--- config.mk ---
export PLATFORM = sky130hd
export DESIGN_NAME = gc_cntr_flat
export DESIGN_NICKNAME = d
export VERILOG_FILES = /design/src/rtl/gc_cntr_if.sv /design/src/rtl/gc_cntr.sv /design/src/flat_wrapper.sv
export SDC_FILE = /design/constraint.sdc
export NUM_CORES = 1
export LEC_CHECK = 0
export BUFFER_PORTS_ARGS = -buffer_cell sky130_fd_sc_hd__buf_2
export CAP_MARGIN = 25
export CORE_MARGIN = 3
export CORE_UTILIZATION = 53
export DETAILED_ROUTE_END_ITERATION = 8
export GPL_TIMING_DRIVEN = 0
export PLACE_DENSITY = 0.86
export SYNTH_ARGS = -nofsm -noshare
export SYNTH_HDL_FRONTEND = slang
export SYNTH_SLANG_ARGS = --single-unit
--- constraint.sdc ---
create_clock -name clk -period 2.8 [get_ports clk]
set_input_delay 0.56 -clock clk [delete_from_list [all_inputs] [get_ports clk]]
set_output_delay 0.56 -clock clk [all_outputs]
set_load 0.01 [all_outputs]
--- src/rtl/gc_cntr_if.sv ---
// Handshake-free control/status bundle for gc_cntr: load/count controls in, binary + Gray count out.
interface gc_cntr_if #(
  parameter int WIDTH = 8
);
  logic             en;
  logic             load;
  logic             load_gc;
  logic             updn;
  logic [WIDTH-1:0] num;
  logic [WIDTH-1:0] cntr;
  logic [WIDTH-1:0] gc;
  logic             tc;
  logic             at_max;
  logic             at_min;

  modport master (
    output en, load, load_gc, updn, num,
    input  cntr, gc, tc, at_max, at_min
  );

  modport slave (
    input  en, load, load_gc, updn, num,
    output cntr, gc, tc, at_max, at_min
  );
endinterface

--- src/rtl/gc_cntr.sv ---
// Up/down modulo-(LIMIT+1) counter with flop-driven Gray output, wrap/saturate modes and tc pulse.
// cntr/gc/tc update one cycle after inputs are sampled; at_max/at_min decode the current count.
module gc_cntr #(
  parameter int               WIDTH    = 8,
  parameter logic [WIDTH-1:0] LIMIT    = {WIDTH{1'b1}},
  parameter bit               SATURATE = 1'b0,
  parameter logic [WIDTH-1:0] RST_VAL  = '0
) (
  input logic      clk,
  input logic      rstn,
  gc_cntr_if.slave cnt_if
);

  if (WIDTH < 2 || WIDTH > 32) begin : g_bad_width
    $error("gc_cntr: WIDTH must be in 2..32");
  end

  localparam logic [WIDTH-1:0] RST_GC = RST_VAL ^ (RST_VAL >> 1);

  logic [WIDTH-1:0] cntr_q, cntr_d;
  logic [WIDTH-1:0] gc_q, gc_d;
  logic             tc_q, tc_d;
  logic [WIDTH-1:0] tgt_bin;
  logic [WIDTH-1:0] tgt;
  logic [WIDTH-1:0] load_val;

  // Each binary bit is the XOR of all Gray bits at and above it.
  always_comb begin
    tgt_bin = '0;
    for (int i = 0; i < WIDTH; i++) begin
      tgt_bin[i] = ^(cnt_if.num >> i);
    end
  end

  assign tgt      = cnt_if.load_gc ? tgt_bin : cnt_if.num;
  assign load_val = (tgt > LIMIT) ? LIMIT : tgt;

  always_comb begin
    cntr_d = cntr_q;
    tc_d   = 1'b0;
    if (cnt_if.load) begin
      cntr_d = load_val;
    end else if (cnt_if.en) begin
      if (cnt_if.updn) begin
        if (cntr_q != LIMIT) begin
          cntr_d = cntr_q + WIDTH'(1);
        end else begin
          tc_d   = 1'b1;
          cntr_d = SATURATE ? cntr_q : '0;
        end
      end else begin
        if (cntr_q != '0) begin
          cntr_d = cntr_q - WIDTH'(1);
        end else begin
          tc_d   = 1'b1;
          cntr_d = SATURATE ? cntr_q : LIMIT;
        end
      end
    end
  end

  // Gray comes from next-state so both registers always agree.
  assign gc_d = cntr_d ^ (cntr_d >> 1);

  always_ff @(posedge clk or negedge rstn) begin
    if (!rstn) begin
      cntr_q <= RST_VAL;
      gc_q   <= RST_GC;
      tc_q   <= 1'b0;
    end else begin
      cntr_q <= cntr_d;
      gc_q   <= gc_d;
      tc_q   <= tc_d;
    end
  end

  assign cnt_if.cntr   = cntr_q;
  assign cnt_if.gc     = gc_q;
  assign cnt_if.tc     = tc_q;
  assign cnt_if.at_max = (cntr_q == LIMIT);
  assign cnt_if.at_min = (cntr_q == '0);

endmodule

--- src/flat_wrapper.sv ---
// flat-port wrapper written by rule: the top's interface ports become plain ports
module gc_cntr_flat 
#(
  parameter int               WIDTH    = 8,
  parameter logic [WIDTH-1:0] LIMIT    = {WIDTH{1'b1}},
  parameter bit               SATURATE = 1'b0,
  parameter logic [WIDTH-1:0] RST_VAL  = '0
)
  (clk, rstn, cnt_if_en, cnt_if_load, cnt_if_load_gc, cnt_if_updn, cnt_if_num, cnt_if_cntr, cnt_if_gc, cnt_if_tc, cnt_if_at_max, cnt_if_at_min);
  gc_cntr_if #(.WIDTH(WIDTH)) cnt_if_i ();
  input logic clk;
  input logic rstn;
  input wire logic [$bits(cnt_if_i.en)-1:0] cnt_if_en;
  input wire logic [$bits(cnt_if_i.load)-1:0] cnt_if_load;
  input wire logic [$bits(cnt_if_i.load_gc)-1:0] cnt_if_load_gc;
  input wire logic [$bits(cnt_if_i.updn)-1:0] cnt_if_updn;
  input wire logic [$bits(cnt_if_i.num)-1:0] cnt_if_num;
  output wire logic [$bits(cnt_if_i.cntr)-1:0] cnt_if_cntr;
  output wire logic [$bits(cnt_if_i.gc)-1:0] cnt_if_gc;
  output wire logic [$bits(cnt_if_i.tc)-1:0] cnt_if_tc;
  output wire logic [$bits(cnt_if_i.at_max)-1:0] cnt_if_at_max;
  output wire logic [$bits(cnt_if_i.at_min)-1:0] cnt_if_at_min;
  assign cnt_if_i.en = cnt_if_en;
  assign cnt_if_i.load = cnt_if_load;
  assign cnt_if_i.load_gc = cnt_if_load_gc;
  assign cnt_if_i.updn = cnt_if_updn;
  assign cnt_if_i.num = cnt_if_num;
  assign cnt_if_cntr = cnt_if_i.cntr;
  assign cnt_if_gc = cnt_if_i.gc;
  assign cnt_if_tc = cnt_if_i.tc;
  assign cnt_if_at_max = cnt_if_i.at_max;
  assign cnt_if_at_min = cnt_if_i.at_min;
  gc_cntr #(.WIDTH(WIDTH), .LIMIT(LIMIT), .SATURATE(SATURATE), .RST_VAL(RST_VAL)) u_core (.clk(clk), .rstn(rstn), .cnt_if(cnt_if_i));
endmodule
==> results_dict.tcl <==
set metrics [dict create \
    vias_per_cell 5.797 \
    period_needed_ns 2.506 \
    powerDensity_nw_per_um2 644.4 \
    crit_slowest_cell "dfrtp_1" \
    yosys-top-cells-count "dfrtp_1 (16), inv_1 (13), nand2_1 (11), xnor2_1 (11)" \
    postSynthAreaPerCell_um2 8.684 \
    path_buf_inv 3 \
    first_global_vias 1289 \
    grt_pass1_wl_um 5630 \
    core_area_um2 2276 \
    antenna_found_initial 0 \
    clockBufferDepth 2 \
    synth_edf_count 0 \
    dr.pass1.iters 4 \
    tritoncts "done" \
    p_sw_uw 404.2 \
    finClkSkew_ns 0.002661 \
    cts_hold_buf 0 \
    max_freq_mhz 399.0 \
    vdd_drop_max_uv 448.4 \
    wl_per_cell_um 15.60 \
    leakagePower_uw 0.0007124 \
    syn_area_um2 1311 \
    path_cells "inv_1 > ha_1 > nor3b_1 > nand2_1 > inv_2 > buf_2" \
    vias 1229 \
    synth_largest_area_cell "dfrtp_1" \
    critPathArrivalTime_ns 1.95 \
    ctsResizeCount 0 \
    initial_utilization 0.5761 \
    finalCritPeriodShare 0.8951 \
    tightest_slew_ns 0.5861 \
    yosys_most_used_dff "dfrtp_1" \
    p_clk_frac 0.161 \
    grtUsageTotal 0.2227 \
    rows 17 \
    drc 0 \
    die_area_um2 3107 \
    switching_share 0.4105 \
    hold_path.class "primary input to async pin" \
    start_kind "flip-flop" \
    drt_iter0_markers 43 \
    drt.antenna.violating_nets 0 \
    die_y_um 55.74 \
    dieWidth_um 55.74 \
    slew_headroom 0.5992 \
    synth.top_cell.area_share 0.3053 \
    pin_count 33 \
    grt_overflow 0 \
    clock_latency_ns 0.29 \
    synth.area.top_cells "dfrtp_1 (31%), xnor2_1 (7.3%), xor2_1 (5.3%)" \
    synth_most_common_cell "dfrtp_1" \
    hpwl_um 2547 \
    gp_congestion 0.9380 \
    h-tree-depth 1 \
    p_seq_frac 0.354 \
    cp_max_fo 9 \
    finalNetCount 202 \
    rsz0062_at_grt "false" \
    synth_cells 151 \
    yosysWarnings 0 \
    yosysUniqueCellTypes 48 \
    fin_tns_setup_ns 0 \
    slew_violations 0 \
    synthesis.nets 168 \
    setup_violations 0 \
    grt_max_degree 17 \
    maxCapViolations 0 \
    async_flop_share 1.000 \
    crit_required_ns 2.24 \
    endpoint_kind "output port" \
    cts_setup_buffers 0 \
    clock-root-buffer "clkbuf_4" \
    seq_area_frac_synth 0.3053 \
    numCtsBuffers 3 \
    p_int_uw 580.3 \
    io_buffers 29 \
    drive_gt1_frac 0.2391 \
    path_clk_slew_ns 0.10 \
    wl_um 3307 \
    crit_family "simple AND/OR/NAND/NOR gates" \
    outcome "complete, no violations" \
    slowest_delay_ns 0.49 \
    pwr-share-comb 0.486 \
    ys_seq_elements 16 \
    areaGrowthSynthToFinish_pct 16.51 \
    hold_viol 0 \
    worstSetupPathType "flip-flop to output port" \
    fillers 196 \
    cts.sinks 16 \
    power.total_uw 984.4 \
    antenna_cells 0 \
]
==> final cells by class <==
type | count | area [um^2] | share of cell area
flip-flops and latches | 16 | 400.4 | 0.2621
inverters | 17 | 63.81 | 0.04177
well taps | 28 | 35.03 | 0.02293
repair buffers | 29 | 145.1 | 0.09500
clock buffers | 4 | 36.28 | 0.02375
plain buffers | 9 | 38.79 | 0.02539
multi-input cells | 109 | 808.3 | 0.5291
==> final timing paths <==
path                                                      start                         endpoint  slack, ns  cells after the start
worst max-delay path            u_core.cnt_if.cntr[0]$_DFF_PN0_                    cnt_if_at_min       0.29                      6
worst min-delay path                                       rstn       u_core.cnt_if.tc$_DFF_PN0_       0.16                      1
max in group asynchronous                                  rstn  u_core.cnt_if.cntr[0]$_DFF_PN0_       2.38                      1
worst min register to register  u_core.cnt_if.cntr[2]$_DFF_PN0_       u_core.cnt_if.tc$_DFF_PN0_       0.85                      3
min in group clk                                  cnt_if_num[1]  u_core.cnt_if.cntr[0]$_DFF_PN0_       0.63                      2
worst max register to register  u_core.cnt_if.cntr[0]$_DFF_PN0_    u_core.cnt_if.gc[3]$_DFF_PN0_       0.40                      9
==> logic make-up (layout without fill, tap and decap cells) <==
group / after synthesis / in the layout / synth area share
and+or+nand+nor: 42 / 42 / 0.1699
AOI/OAI and AO/OA: 41 / 41 / 0.2262
buffers and inverters: 26 / 59 / 0.07824
xor gates and xnor gates: 22 / 22 / 0.1803
DFF: 16 / 16 / 0.3053
adders and majority gates: 3 / 3 / 0.02863
muxes: 1 / 1 / 0.01145
==> flip-flops by register name, indices dropped and copies added (netlist names) <==
register,flops
u_core.cnt_if.cntr,8
u_core.cnt_if.gc,7
u_core.cnt_if.tc,1
==> power groups by stage <==
stage | Sequential, uW | Clock [uW] | Combinational [uW]
final | 348 | 158 | 478
after CTS | 347 | 160 | 477
after global placement | 349 | 0 | 462
after detailed placement | 352 | 0 | 475
after global routing | 357 | 171 | 526
after floorplan | 376 | 0 | 294
==> per-stage QoR <==
stage               hold slack (ns)  setup WS [ns]    util  std cells  area (um^2)
CTS                          0.1722         0.3227  0.6712        212         1528
detailed placement           0.4924         0.4219  0.6553        208         1491
global placement             0.4816         0.4742  0.6553        208         1491
global route                 0.1766         0.1896  0.6712        212         1528
finish                       0.1563         0.2937  0.6712        212         1528
floorplan                    0.2644         0.7017       -        151         1311
==> layer usage <==
| layer | GRT usage | vias up | share of wire |
|---|---|---|---|
| met5 | 0 | - | 0 |
| met4 | 0.05903 | 0 | 0.0064 |
| met3 | 0.05800 | 2 | 0.072 |
| met2 | 0.3936 | 56 | 0.51 |
| met1 | 0.2652 | 576 | 0.41 |
| li1 | - | 595 | - |
==> placed cells by master (no fill, tap or decap), types with 4 or more instances in the layout <==
cell type | synthesis | layout
a21oi_1 | 9 | 9
buf_2 | 1 | 30
clkbuf_1 | 6 | 6
dfrtp_1 | 16 | 16
inv_1 | 13 | 13
inv_2 | 4 | 4
nand2_1 | 11 | 11
nand3_1 | 4 | 4
nor2_1 | 9 | 9
o21ai_0 | 4 | 4
xnor2_1 | 11 | 11
xor2_1 | 8 | 8
(Power assumes the default switching activity.)
